$ cat config.mk
export PLATFORM = sky130hd
export DESIGN_NAME = quad_phase_monitor
export DESIGN_NICKNAME = d
export VERILOG_FILES = /design/src/rtl/quad_phase_monitor.sv
export SDC_FILE = /design/constraint.sdc
export NUM_CORES = 1
export LEC_CHECK = 0
export BUFFER_PORTS_ARGS = -buffer_cell sky130_fd_sc_hd__buf_2
export CORE_UTILIZATION = 55
export DETAILED_ROUTE_END_ITERATION = 10
export PLACE_DENSITY = 0.78
export SLEW_MARGIN = 20
export SYNTH_ARGS = -nofsm -noshare
export SYNTH_HDL_FRONTEND = slang
export SYNTH_SLANG_ARGS = --single-unit
$ cat constraint.sdc
create_clock -name clk -period 4.83 [get_ports clk]
set_clock_uncertainty 0.2 [all_clocks]
set_input_delay 0 -clock clk [delete_from_list [all_inputs] [get_ports clk]]
set_output_delay 0 -clock clk [all_outputs]
set_load 0.005 [all_outputs]
$ cat src/rtl/quad_phase_monitor.sv
`default_nettype none
// +-----------------------------------------------------------------------------+
// | quad_phase_monitor                                                          |
// | Checks clk/4 quadrature phases for Gray order and complement pairing,       |
// | tracks lock, counts errors, emits edge strobes and a glitch-free selected  |
// | phase. Optional falling-edge strobes: define QPM_FALL_DET_EN.              |
// | Revision: 1.0 - initial release                                            |
// +-----------------------------------------------------------------------------+

module quad_phase_monitor #(
  parameter int LOCK_CNT = 8,
  parameter int ERR_W    = 8
) (
  input  logic             clk,
  input  logic             rst,
  input  logic             ph_0,
  input  logic             ph_90,
  input  logic             ph_180,
  input  logic             ph_270,
  input  logic [1:0]       sel,
  output logic [1:0]       phase_idx,
  output logic [3:0]       rise,
  output logic [3:0]       fall,
  output logic             sel_ph,
  output logic             locked,
  output logic             err,
  output logic [ERR_W-1:0] err_cnt
);

  typedef enum logic [1:0] {
    S_UNLOCK = 2'd0,
    S_ACQ    = 2'd1,
    S_LOCKED = 2'd2
  } state_t;

  localparam logic [7:0] LOCK_TGT = 8'(LOCK_CNT);

  state_t      state_q;
  logic [3:0]  ph_q;
  logic [3:0]  ph_qq;
  logic [1:0]  sel_q;
  logic [1:0]  active_sel_q;
  logic        valid_q;
  logic        prev_valid_q;
  logic [7:0]  good_cnt_q;

  logic [1:0]  w_idx;
  logic [1:0]  w_prev_idx;
  logic        w_seq_ok;
  logic        w_legal;
  logic        w_frame0;
  logic [1:0]  w_sel;
  logic [3:0]  w_rise;
  logic [7:0]  w_good_inc;

  // Gray code {ph_0,ph_90} 00->10->11->01 maps to index {ph_90, ph_0^ph_90}.
  assign w_idx      = {ph_q[1], ph_q[0] ^ ph_q[1]};
  assign w_prev_idx = {ph_qq[1], ph_qq[0] ^ ph_qq[1]};
  assign w_seq_ok   = ~prev_valid_q | (w_idx == (w_prev_idx + 2'd1));
  assign w_legal    = (ph_q[2] == ~ph_q[0]) & (ph_q[3] == ~ph_q[1]) & w_seq_ok;

  // sel travels with its sample so a change landing on index 0 applies at once.
  assign w_frame0   = valid_q & (ph_q[1:0] == 2'b00);
  assign w_sel      = w_frame0 ? sel_q : active_sel_q;
  assign w_rise     = prev_valid_q ? (ph_q & ~ph_qq) : 4'b0000;
  assign w_good_inc = good_cnt_q + 8'd1;

  always_ff @(posedge clk or posedge rst) begin
    if (rst) begin
      state_q      <= S_UNLOCK;
      ph_q         <= 4'b0000;
      ph_qq        <= 4'b0000;
      sel_q        <= 2'd0;
      active_sel_q <= 2'd0;
      valid_q      <= 1'b0;
      prev_valid_q <= 1'b0;
      good_cnt_q   <= 8'd0;
      phase_idx    <= 2'd0;
      rise         <= 4'b0000;
      sel_ph       <= 1'b0;
      locked       <= 1'b0;
      err          <= 1'b0;
      err_cnt      <= '0;
    end else begin
      ph_q         <= {ph_270, ph_180, ph_90, ph_0};
      ph_qq        <= ph_q;
      sel_q        <= sel;
      valid_q      <= 1'b1;
      prev_valid_q <= valid_q;
      phase_idx    <= w_idx;
      rise         <= w_rise;
      sel_ph       <= ph_q[w_sel];
      err          <= 1'b0;
      if (w_frame0) begin
        active_sel_q <= sel_q;
      end
      case (state_q)
        S_UNLOCK: begin
          if (prev_valid_q && w_legal) begin
            good_cnt_q <= 8'd1;
            if (LOCK_TGT <= 8'd1) begin
              state_q <= S_LOCKED;
              locked  <= 1'b1;
            end else begin
              state_q <= S_ACQ;
            end
          end
        end
        S_ACQ: begin
          if (w_legal) begin
            good_cnt_q <= w_good_inc;
            if (w_good_inc == LOCK_TGT) begin
              state_q <= S_LOCKED;
              locked  <= 1'b1;
            end
          end else begin
            state_q    <= S_UNLOCK;
            good_cnt_q <= 8'd0;
          end
        end
        S_LOCKED: begin
          if (!w_legal) begin
            err        <= 1'b1;
            state_q    <= S_UNLOCK;
            locked     <= 1'b0;
            good_cnt_q <= 8'd0;
            if (!(&err_cnt)) begin
              err_cnt <= err_cnt + ERR_W'(1);
            end
          end
        end
        default: begin
          state_q    <= S_UNLOCK;
          locked     <= 1'b0;
          good_cnt_q <= 8'd0;
        end
      endcase
    end
  end

`ifdef QPM_FALL_DET_EN
  logic [3:0] fall_q;

  always_ff @(posedge clk or posedge rst) begin
    if (rst) begin
      fall_q <= 4'b0000;
    end else begin
      fall_q <= prev_valid_q ? (~ph_q & ph_qq) : 4'b0000;
    end
  end

  assign fall = fall_q;
`else
  assign fall = 4'b0000;
`endif

endmodule

`default_nettype wire

==> metrics list, run 1 <==
* Worst Tran Pin Value: ~600 ps
- First-pass GRT wire length: 5.09 mm
* DR iter-0 viols: between 60 and 70
- The routed layout has 1223 vias.
* RSZ-0062 raised after global routing: no
- Each instance of the synthesized netlist takes up on average between 10 and 15 um^2.
* Total of buffers placed on input and output ports: 24
* Area of the die: between 3000 and 4000 um^2
- Area of the multi-input gates: ~760 um^2
* Start point of the worst hold path: sel[1]
* Proportion of synthesized flip-flops having asynchronous set or reset: 100%
* Signal arrival time at the worst endpoint: approximately 2900 ps
- Final hold violations: 0
* Proportion of netlist area held by the largest area contributor: a little under three fifths
* Area contributors post-synth: sky130_fd_sc_hd__dfrtp_1 (55%), sky130_fd_sc_hd__xor2_1 (5.3%), sky130_fd_sc_hd__a2111oi_4 (3.0%)
- The number of hold buffers added after CTS was 7.
* Number of top-level pins: 29
- Counting instances, the worst hold path has a depth of 2.
* Area of the mapped netlist: approximately 1800 um^2
- From synthesis to final layout, the design area changed by 16.0%.
- Dividing total power by cell area gives a power density of 315 nW/um^2.
* Number of enable flip-flop cells after synthesis: 0
- End point of the most critical hold path: sel_q[1]
- In this run the tightest slew margin relative to its limit is between 50% and 60%.
- Worst-path clk slew: approximately 120 ps
- For this run, the post-layout net count is approximately 200.
- Total Wirelength: around 3 mm
- The tree is rooted in a sky130_fd_sc_hd__clkbuf_4.
* Avg WL per Cell: between 10 and 15 um
- Max Clock Freq: between 300 and 400 MHz
- Die Y-Extent: approximately 60 um
- The setup path with the least slack is of type flip-flop to flip-flop.
* Worst flop-to-flop path endpoint: err_cnt[1]
- CTS tree: yes
- Number of antenna violations at the first check in global routing: 0
* Largest net degree at the start of global routing: a little over 40
- Among all cell types in the netlist, the one instantiated most often is sky130_fd_sc_hd__dfrtp_1.
* Number of cells on the worst reg-to-reg path: 7
- After detailed routing, the number of remaining DRC violations is 0.
- Vias in the first global route: around 1200
- Critical path startpoint category: flip-flop
* Clock latency on the worst-skew pair: between 300 and 400 ps
* Worst vdd rail ir drop: between 0.2 and 0.3 mV
- After filler insertion, the fill cell instance count of the layout stands at ~260.
* Width of the chip: ~60 um
- Num CTS Buffers: 5
- Pre-antenna DRT Iters: 6
- The tightest hold path in the finished design has a slack of ~76 ps.
- Total setup buffers inserted after CTS: 0
- The wire-length estimate of the detail-placed layout is 1.98 mm.
- Endpoints failing setup: 0
* Share of synthesized area occupied by flip-flops and latches: between 50% and 60%
- The repair_antennas step left the layout with diodes totalling 0.
* Class of the worst hold path: primary input to flip-flop
- Level count of the clock H-tree: 2
- Dividing the detail-routed via count by the number of cells gives approximately 5.3.
* Starting utilization of the core area: about 59%
- Ratio of cells with drive above 1 in the final layout: approximately a quarter
- Post-CTS repair changed the size of 0 cells.
* Sink Count: 40
- Number of buffers on the longest clock path: 2
- Fin util: 68.0%
- Setup TNS: 0 ps
- Critical Path End Type: flip-flop
- Number of distinct standard cells referenced by the synthesized netlist: 40
- FF-to-FF setup slack: 2010 ps
* Area inside the core boundary: around 3100 um^2
- Max-cap viol count: 0
- Run status: finished clean
* Crit Path Max Fanout: 14
- Final worst path period share: between 50% and 60%
- Counting every instance in the synthesized netlist gives 153.
* Global-route usage over all layers: 20.0%
* Startpoint of the worst register-to-register path: ph_q[1]
- For the worst setup path, the data required time is ~4900 ps.
* Antenna viol nets, final: 0
- Max-slew violation total from the final report: 0
- In this run the core area contains 20 standard-cell rows.
* Overall overflow remaining after global route: 0
* Number of synthesized register bits: 40
* Final period demand of the worst path: 2820 ps
- Of all cell types, the one taking the most synthesized area is sky130_fd_sc_hd__dfrtp_1.
- Counting instances in the post-synthesis netlist gives the leading cell types as sky130_fd_sc_hd__dfrtp_1 (40), sky130_fd_sc_hd__xor2_1 (11), sky130_fd_sc_hd__nand2_1 (10), sky130_fd_sc_hd__nor2_1 (10).
- Sequential cell area: between 1000 and 1500 um^2
- Last weighted congestion value of the routability-driven placer: approximately 0.8
- Commonest register cell after synthesis: sky130_fd_sc_hd__dfrtp_1
- For this run, the number of Yosys warnings is 0.
- Summed over all cells, the static leakage comes to 0.00104 uW.
## layout by cell type (no fill, tap or decap), types with 3 or more instances in the layout
master / instances
sky130_fd_sc_hd__dfrtp_1: 40
sky130_fd_sc_hd__buf_2: 24
sky130_fd_sc_hd__xor2_1: 11
sky130_fd_sc_hd__nor2_1: 10
sky130_fd_sc_hd__nand2_1: 10
sky130_fd_sc_hd__dlygate4sd3_1: 7
sky130_fd_sc_hd__nand3_1: 6
sky130_fd_sc_hd__conb_1: 5
sky130_fd_sc_hd__clkbuf_4: 5
sky130_fd_sc_hd__and3_1: 4
sky130_fd_sc_hd__inv_1: 4
sky130_fd_sc_hd__o21ai_0: 4
sky130_fd_sc_hd__a21boi_0: 3
sky130_fd_sc_hd__nor4_1: 3
sky130_fd_sc_hd__and2_1: 3
sky130_fd_sc_hd__nor3_1: 3
sky130_fd_sc_hd__mux2_2: 3
sky130_fd_sc_hd__nor4_2: 3
sky130_fd_sc_hd__nor3b_1: 3
sky130_fd_sc_hd__a21oi_1: 3
sky130_fd_sc_hd__nor2b_1: 3
sky130_fd_sc_hd__a221o_1: 3
sky130_fd_sc_hd__ha_1: 3
## stage by stage
stage	cell area [um^2]	cells	total power, uW	setup slack, ps
floorplan	1830	156	424	2350
CTS	2110	231	671	2010
detailed placement	1960	216	440	2040
global route	2110	231	693	1860
finish	2110	231	664	2010
global placement	1960	216	437	2160
## cell type report
class	count	area share (%)
multi-input cells	103	35.9
clock buffers	5	1.78
repair buffers	32	9.37
inverters	4	0.711
well taps	44	2.61
clock inverters	3	2.19
flip-flops and latches	40	47.4
## power breakdown
group	switching [uW]	internal, uW	leakage [uW]
Clock	116	111	0.0000418
Combinational	35.9	30.8	0.000479
Sequential	17.8	353	0.000517
## how the worst max path moves through the flow
stage	start	end	slack [ps]	cells after the start
after CTS	ph_q[1]	err_cnt[1]	2010	7
after global placement	ph_q[1]	err_cnt[1]	2160	7
final	ph_q[1]	err_cnt[1]	2010	7
after global routing	ph_q[1]	err_cnt[1]	1860	7
after floorplan	ph_q[1]	err_cnt[1]	2350	7
after detailed placement	ph_q[1]	err_cnt[1]	2040	7
## metal layers
metal  global-route usage [%]  vias to the layer above  wire length, um
met5                        0                        -                0
met4                     10.3                        0               57
met3                     5.90                        6              138
met2                     32.7                       33             1500
met1                     24.1                      587             1320
li1                         -                      597                -
## flip-flops by register name (all words and copies together), names as in the netlist
signal,cells
ph_qq,4
prev_valid_q,1
ph_q,4
active_sel_q,2
state_q,2
locked,1
sel_ph,1
phase_idx,1
err_cnt,8
err,1
good_cnt_q,8
rise,4
valid_q,1
sel_q,2
## logic make-up (layout without fill, tap and decap cells)
logic type | count (synthesis) | after routing | synth area share [%]
buf+inv | 13 | 44 | 3.92
compound gates | 22 | 22 | 11.1
simple gates | 57 | 57 | 19.0
mux | 5 | 5 | 3.16
other cells | 2 | 5 | 0.413
xor+xnor | 11 | 11 | 5.30
fa+ha+maj | 3 | 3 | 2.06
flops | 40 | 40 | 55.0
## worst max-delay path, cell delays in order (launching register included)
cell and delay (ps):
sky130_fd_sc_hd__dfrtp_1 430, sky130_fd_sc_hd__inv_1 100, sky130_fd_sc_hd__ha_1 310, sky130_fd_sc_hd__xor2_1 210, sky130_fd_sc_hd__mux2i_2 450, sky130_fd_sc_hd__a21oi_2 260, sky130_fd_sc_hd__nor3_1 370, sky130_fd_sc_hd__mux2_2 380
No activity file was read; power rests on OpenSTA's default activity.
==> run 2: changes to the inputs <==
Clock period 4.83 ns to 2.6 ns, I/O delays scaled along.
==> run 2 against run 1 <==
Effect of this change: clock power increased by 86%; sequential share of layout area shrank 1.7 points; routed wire length rose by 2.9%; cell area rose by 3.8%; power grew 89%; critical endpoint is now good_cnt_q[6]; worst hold slack got worse by 4.1 ps; global-route usage grew 0.40 points; combinational power up 110%; maximum frequency increased by 11%; first-iteration DRC count increased by 8.8%; core utilization is 2.6 points higher; non-clock buffer count up 8.
==> metrics list, run 2 (synthesis results as in run 1) <==
* Crit Path Max Fanout: 6 (-8)
* Area inside the core boundary: 3100 um^2 (unchanged)
- The total inserted antenna cells is 0 (unchanged).
* Total of buffers placed on input and output ports: 24 (unchanged)
* Clock latency on the worst-skew pair: 360 ps (about the same)
- Level count of the clock H-tree: 2 (unchanged)
- Worst-path clk slew: 120 ps (about the same)
* Critical path startpoint category: flip-flop
* FP Rows: 20 (unchanged)
* Final hold violations: 0 (unchanged)
- The routed wire length is 3.10 mm (+2.9%).
* Class of the most critical setup path: flip-flop to flip-flop
- Required time worst endpoint: 2650 ps (-2230 ps)
* Worst vdd rail ir drop: 0.379 mV (+51%)
* Max Clock Freq: 395 MHz (+11%)
- Final worst path period share: 97.4% (+39 points)
- Remaining routing DRC violations: 0 (unchanged)
- Vias in the first global route: 1175 (-0.42%)
- Sink Count: 40 (unchanged)
* Last weighted congestion value of the routability-driven placer: 0.805 (-1.2%)
- The die span in x is 59.5 um (unchanged).
- The transition time at the pin with the least slew margin is 587 ps (-13.6 ps).
- Number of buffers on the longest clock path: 2 (unchanged)
- Ratio of cells with drive above 1 in the final layout: 29.2% (+4.6 points)
- Overall overflow remaining after global route: 0 (unchanged)
- The power density over cell area came to 572 nW/um^2 (+82%).
* DR iter-0 viols: 74 (+8.8%)
- Global-route usage over all layers: 20.4% (+0.40 points)
* Post-route insts no fill: 239 (+3.5%)
- In this run the clock root is driven by a sky130_fd_sc_hd__clkbuf_4.
- Synth-to-layout area growth: 20.4%
- Instance area at placement: 1990 um^2 (+1.9%)
* Placed Cells incl. Taps: 221 (+2.3%)
- Die Y-Extent: 59.5 um (unchanged)
- The setup-violating endpoint count in the final report came to 0 (unchanged).
- Run status: finished clean
- Number of antenna violations at the first check in global routing: 0 (unchanged)
- Highest-count cells in the layout ignoring fill and taps: sky130_fd_sc_hd__dfrtp_1 (40), sky130_fd_sc_hd__buf_2 (24), sky130_fd_sc_hd__nor2_1 (10), sky130_fd_sc_hd__xor2_1 (10), sky130_fd_sc_hd__nand2_1 (10)
* Filler cell count: 233 (-9.0%)
- The routed via count divided by cell count came to 5.21 (-1.7%).
- # nets final: 205 (+4.1%)
- The initial core utilization came to 58.6% (unchanged).
- The post-detailed-placement half-perimeter wirelength was 2.05 mm (+3.6%).
- Number of top-level pins: 29 (unchanged)
- The floorplan die area is 3540 um^2 (unchanged).
* Max-slew violation total from the final report: 0 (unchanged)
- Via count of the routed design: 1244 (+1.7%)
- STA classifies the critical path endpoint as a flip-flop.
* Signal arrival time at the worst endpoint: 2580 ps (-290 ps)
- CTS tree: yes
* Final period demand of the worst path: 2530 ps (-286 ps)
* FF-to-FF setup slack: 70 ps (-1940 ps)
- The number of CTS-inserted buffers is 5 (unchanged).
- Max-cap viol count: 0 (unchanged)
* Largest net degree at the start of global routing: 41 (unchanged)
- The finished layout cell area is 2190 um^2 (+3.8%).
* Largest registers in the final layout: err_cnt (8), good_cnt_q (8)
* Lkg Pwr: 0.00108 uW (+3.7%)
- The library cell used most frequently in the layout, excluding fill and tap cells, is sky130_fd_sc_hd__dfrtp_1.
* Slew margin rel.: 60.5% (+0.55 points)
* Pre-antenna DRT Iters: 4 (-2)
* First-pass GRT wire length: 5.25 mm (+3.1%)
- The antenna violation net count after detailed routing came to 0 (unchanged).
- The path class of the tightest hold or removal check is primary input to flip-flop.
- Avg WL per Cell: 13.0 um (-0.59%)
==> run 2: cell types whose count changed in the layout (fill, tap and decap cells not counted) <==
cell	delta
sky130_fd_sc_hd__xor2_1	-1
sky130_fd_sc_hd__inv_1	-1
sky130_fd_sc_hd__ha_1	-1
sky130_fd_sc_hd__inv_2	+1
sky130_fd_sc_hd__xor2_2	+1
sky130_fd_sc_hd__ha_4	+1
sky130_fd_sc_hd__buf_4	+8
==> run 2: area by class of cell <==
type | instances | area (um^2) | area share [%]
clock buffer | 5 | 37.5 | 1.71
clock inverter | 3 | 46.3 | 2.11
inverter | 4 | 15.0 | 0.685
multi-input combinational | 103 | 778 | 35.5
sequential | 40 | 1000 | 45.7
tap | 44 | 55.1 | 2.51
timing repair buffer | 40 | 258 | 11.8
==> run 2: path summary, 6_finish.rpt <==
check,start,cells past startpoint,end
min in group asynchronous,rst,4,phase_idx[0]
worst max register to register,ph_q[1],9,good_cnt_q[6]
worst min register to register,valid_q,0,prev_valid_q
worst min-delay path,ph_0,2,ph_q[0]
worst max-delay path,ph_q[1],9,good_cnt_q[6]
max in group asynchronous,rst,4,good_cnt_q[7]
==> run 2: through the flow <==
| stage | hold WS [ps] | setup WS (ps) | power (uW) | util [%] | setup TNS (ps) |
|---|---|---|---|---|---|
| floorplan | -169 | 121 | 787 | - | 0 |
| global placement | -92.7 | 117 | 820 | 64.3 | 0 |
| detailed placement | -90.7 | 54.6 | 827 | 64.3 | 0 |
| CTS | 56.0 | 25.6 | 1260 | 69.2 | 0 |
| global route | 64.1 | -38.7 | 1310 | 70.6 | -99.4 |
| finish | 72.1 | 66.9 | 1250 | 70.6 | 0 |
==> run 2: per-layer routing <==
layer | GRT usage [%] | part of all wire [%]
met5 | 0 | 0
met4 | 9.97 | 1.2
met3 | 4.59 | 3.7
met2 | 32.9 | 49
met1 | 26.2 | 47
==> run 2: worst max-delay path, cell delays in order (launching register included) <==
cell	delay, ps
sky130_fd_sc_hd__dfrtp_1	430
sky130_fd_sc_hd__inv_2	80
sky130_fd_sc_hd__ha_4	280
sky130_fd_sc_hd__xor2_2	160
sky130_fd_sc_hd__mux2i_2	290
sky130_fd_sc_hd__buf_4	190
sky130_fd_sc_hd__and3_1	200
sky130_fd_sc_hd__a2111oi_4	60
sky130_fd_sc_hd__buf_4	190
sky130_fd_sc_hd__a221o_1	340
==> run 2: where the power goes <==
part	internal [uW]	switching [uW]	total (uW)
clock	205	215	421
sequential	656	34.2	691
combinational	68.8	72.5	141
total	931	322	1250
==> run 2: what timing repair did <==
action | in CTS | in global routing
endpoints found under the hold margin | 46 | 0
gates resized for setup | 0 | 3
setup endpoints to repair | 0 | 7
buffers inserted | 0 | 3
hold buffers | 7 | 0
==> run 3: changes to the inputs <==
Settings changed: CORE_UTILIZATION 55 to 50, PLACE_DENSITY 0.78 to 0.75.
Clock period 2.6 ns to 2 ns, I/O delays scaled along.
==> run 3 against run 2 <==
Effect of this change: the run now ends with negative setup slack left; sequential power up 28%; sequential share of layout area down 5.8 points; non-clock buffer count up 19; register-to-register slack worse by 390 ps; maximum frequency up 9.2%; worst setup slack worse by 390 ps; die area up 9.7%; global-route usage up 1.2 points; routed wire length up 23%; clock-buffer cell count unchanged; first-iteration DRC count up 69%; critical path type unchanged; critical endpoint is now err_cnt[1].
==> metrics list, run 3 (synthesis results as in run 1) <==
- The run finished, with violations left.
- Violated checks: negative setup slack
* Final period demand of the worst path: 2320 ps (-213 ps)
- The I/O pin count was 29 (unchanged).
- FP Rows: 21 (+5.0%)
* Kind of cell with the highest combined delay on the critical path: multiplexers
* Antenna viol nets, final: 0 (unchanged)
* Net Sw Frac: 26.4% (+0.71 points)
- Sink Count: 40 (unchanged)
* Critical Path End Type: flip-flop
* Total Wirelength: 3.80 mm (+23%)
* Final hold violations: 0 (unchanged)
- CTS tree: yes
* Worst Tran Pin Value: 514 ps (-72.6 ps)
- RSZ-0062 raised after global routing: yes
- The remaining design rule violation count came to 0 (unchanged).
* Number of antenna violations at the first check in global routing: 0 (unchanged)
- In the layout the commonest cells are sky130_fd_sc_hd__dfrtp_1 (40), sky130_fd_sc_hd__buf_2 (24), sky130_fd_sc_hd__buf_4 (24).
- Delay of the slowest cell on the worst path: 390 ps (-40 ps)
- Max-cap viol count: 0 (unchanged)
* Last weighted congestion value of the routability-driven placer: 0.827 (+2.7%)
- The total of fill cells in the finished design is 225 (-3.4%).
- Avg Vias per Cell: 5.32 (+2.2%)
- Num CTS Buffers: 5 (unchanged)
- The floorplan die area is 3880 um^2 (+9.7%).
- The slowest stage of the critical path belongs to the cell sky130_fd_sc_hd__dfrtp_1.
- Class of the most critical setup path: flip-flop to flip-flop
* Master cell of the clock root buffer: sky130_fd_sc_hd__clkbuf_4
* Number of buffers on the longest clock path: 2 (unchanged)
- # nets final: 224 (+9.3%)
* Die Y-Extent: 62.3 um (+4.7%)
- The insertion delay to the later sink of the worst-skew pair came to 350 ps (about the same).
- The arrival time reported for the critical path endpoint was 2370 ps (-210 ps).
- Logic gate share of total power: 16.0% (+4.7 points)
- The number of DRC violations after detailed-routing iteration 0 was 125 (+69%).
- The maximum number of pins on one net before global-route repair came to 41 (unchanged).
* First-pass GRT wire length: 6.57 mm (+25%)
- The worst vdd rail ir drop was 0.475 mV (+25%).
- Critical path startpoint category: flip-flop
- The required time of the worst setup path was 2050 ps (-600 ps).
* Worst-path clk slew: 130 ps (about the same)
- The setup-violating endpoint count in the final report is 20 (+20).
* Psw: 450 uW (+40%)
- The number of I/O port buffers came to 24 (unchanged).
* Worst path bufs/invs: 2 (-1)
- The detailed-routing iteration count for the pre-antenna-repair pass is 4 (unchanged).
- Largest registers in the final layout: err_cnt (8), good_cnt_q (8)
- The count of pins over their slew limit was 0 (unchanged).
- The leakage power summed over all cells came to 0.00119 uW (+10%).
- The via count of the first global-routing pass came to 1444 (+23%).
* Global-route usage over all layers: 21.7% (+1.2 points)
- Commonest non-fill, non-tap cell in the layout: sky130_fd_sc_hd__dfrtp_1
* HPWL after DPL: 2.60 mm (+27%)
- The power density over cell area came to 679 nW/um^2 (+19%).
* Avg WL per Cell: 14.6 um (+13%)
* Worst slack, placed: -368 ps (-423 ps)
- Setup TNS: -4820 ps (-4820 ps)
- The die span in x came to 62.3 um (+4.7%).
- Slew margin rel.: 65.7% (+5.2 points)
- The global-route congestion overflow total came to 0 (unchanged).
* Clock share of power: 32.2% (-1.4 points)
- The initial core utilization was 53.3% (-5.4 points).
- The total inserted antenna cells is 0 (unchanged).
* Cell chain of the critical path: inv_2 -> ha_4 -> xor2_4 -> mux2i_4 -> buf_6 -> a21oi_4 -> nor3_4 -> mux2_4
- The area growth from synthesis to layout is 38.0%.
* Max Clock Freq: 431 MHz (+9.2%)
- Ratio of cells with drive above 1 in the final layout: 41.1% (+12 points)
- The area inside the core boundary came to 3420 um^2 (+10%).
* Internal portion of total power: 1260 uW (+35%)
- Level count of the clock H-tree: 2 (unchanged)
- The min-delay analysis places its worst path in the category primary input to flip-flop.
- The final clock period utilization by the worst path is 116% (+19 points).
* Crit Path Max Fanout: 5 (-1)
* Worst-case setup margin in the final layout: -320 ps (-387 ps)
- The power share of the sequential group came to 51.7% (-3.4 points).
- The total number of vias was 1383 (+11%).
-- run 3: cell types whose count changed in the layout (fill, tap and decap cells not counted), sizes merged --
cell and change:
buf +19
-- run 3: through the flow --
step / util (%) / hold slack (ps) / cell area [um^2] / std cells / power, uW
final: 73.5 / 79.6 / 2510 / 260 / 1710
after global routing: 73.5 / 77.0 / 2510 / 260 / 1770
after CTS: 71.7 / 67.8 / 2450 / 259 / 1700
after detailed placement: 65.9 / -86.2 / 2250 / 242 / 1140
after global placement: 65.9 / -91.3 / 2250 / 242 / 1130
after floorplan: - / -169 / 1930 / 156 / 1050
-- run 3: repair_timing --
action                                  in CTS  in global routing
hold buffers                                 7                  0
endpoints found under the setup margin      20                 20
pin swaps                                    4                  5
gates resized for setup                      7                  9
buffers inserted                             3                  1
endpoints found under the hold margin       46                  0
-- run 3: layer usage --
layer | global-route usage [%] | vias to the layer above | routed length [um]
met4 | 4.36 | 0 | 51
met1 | 25.9 | 696 | 1610
met3 | 6.25 | 6 | 113
li1 | - | 653 | -
met2 | 38.9 | 28 | 2030
met5 | 0 | - | 0
-- run 3: cell type report --
type,count,area (um^2),share of cell area [%]
inverter,4,15.0,0.598
timing repair buffer,59,428,17.0
clock buffer,5,37.5,1.49
tap,46,57.6,2.29
sequential,40,1000,39.9
clock inverter,3,46.3,1.84
multi-input combinational,103,926,36.9
-- run 3: power groups by stage --
stage                     clock (uW)  combinational, uW  sequential (uW)
after floorplan                    0                150              904
after global placement             0                236              894
after detailed placement           0                247              897
after CTS                        559                264              881
after global routing             586                300              888
final                            549                274              882
-- run 3: path summary, 6_finish.rpt --
kind / from / end / slack (ps) / cells after the start
worst max-delay path: ph_q[1] / err_cnt[1] / -320 / 8
worst min-delay path: sel[0] / sel_q[0] / 80 / 2
worst max register to register: ph_q[1] / err_cnt[1] / -320 / 8
worst min register to register: ph_qq[2] / rise[2] / 210 / 1
max in group asynchronous: rst / good_cnt_q[1] / 1150 / 4
min in group asynchronous: rst / err_cnt[6] / 110 / 4
-- run 3: worst register-to-register path, delay by kind of cell (launching register included) --
| kind | cells | cell delay, ps |
|---|---|---|
| AOI/OAI and AO/OA | 1 | 80 |
| and+or+nand+nor | 1 | 190 |
| buffers and inverters | 2 | 210 |
| adders and majority gates | 1 | 290 |
| xor gates and xnor gates | 1 | 170 |
| DFF | 1 | 390 |
| muxes | 2 | 680 |
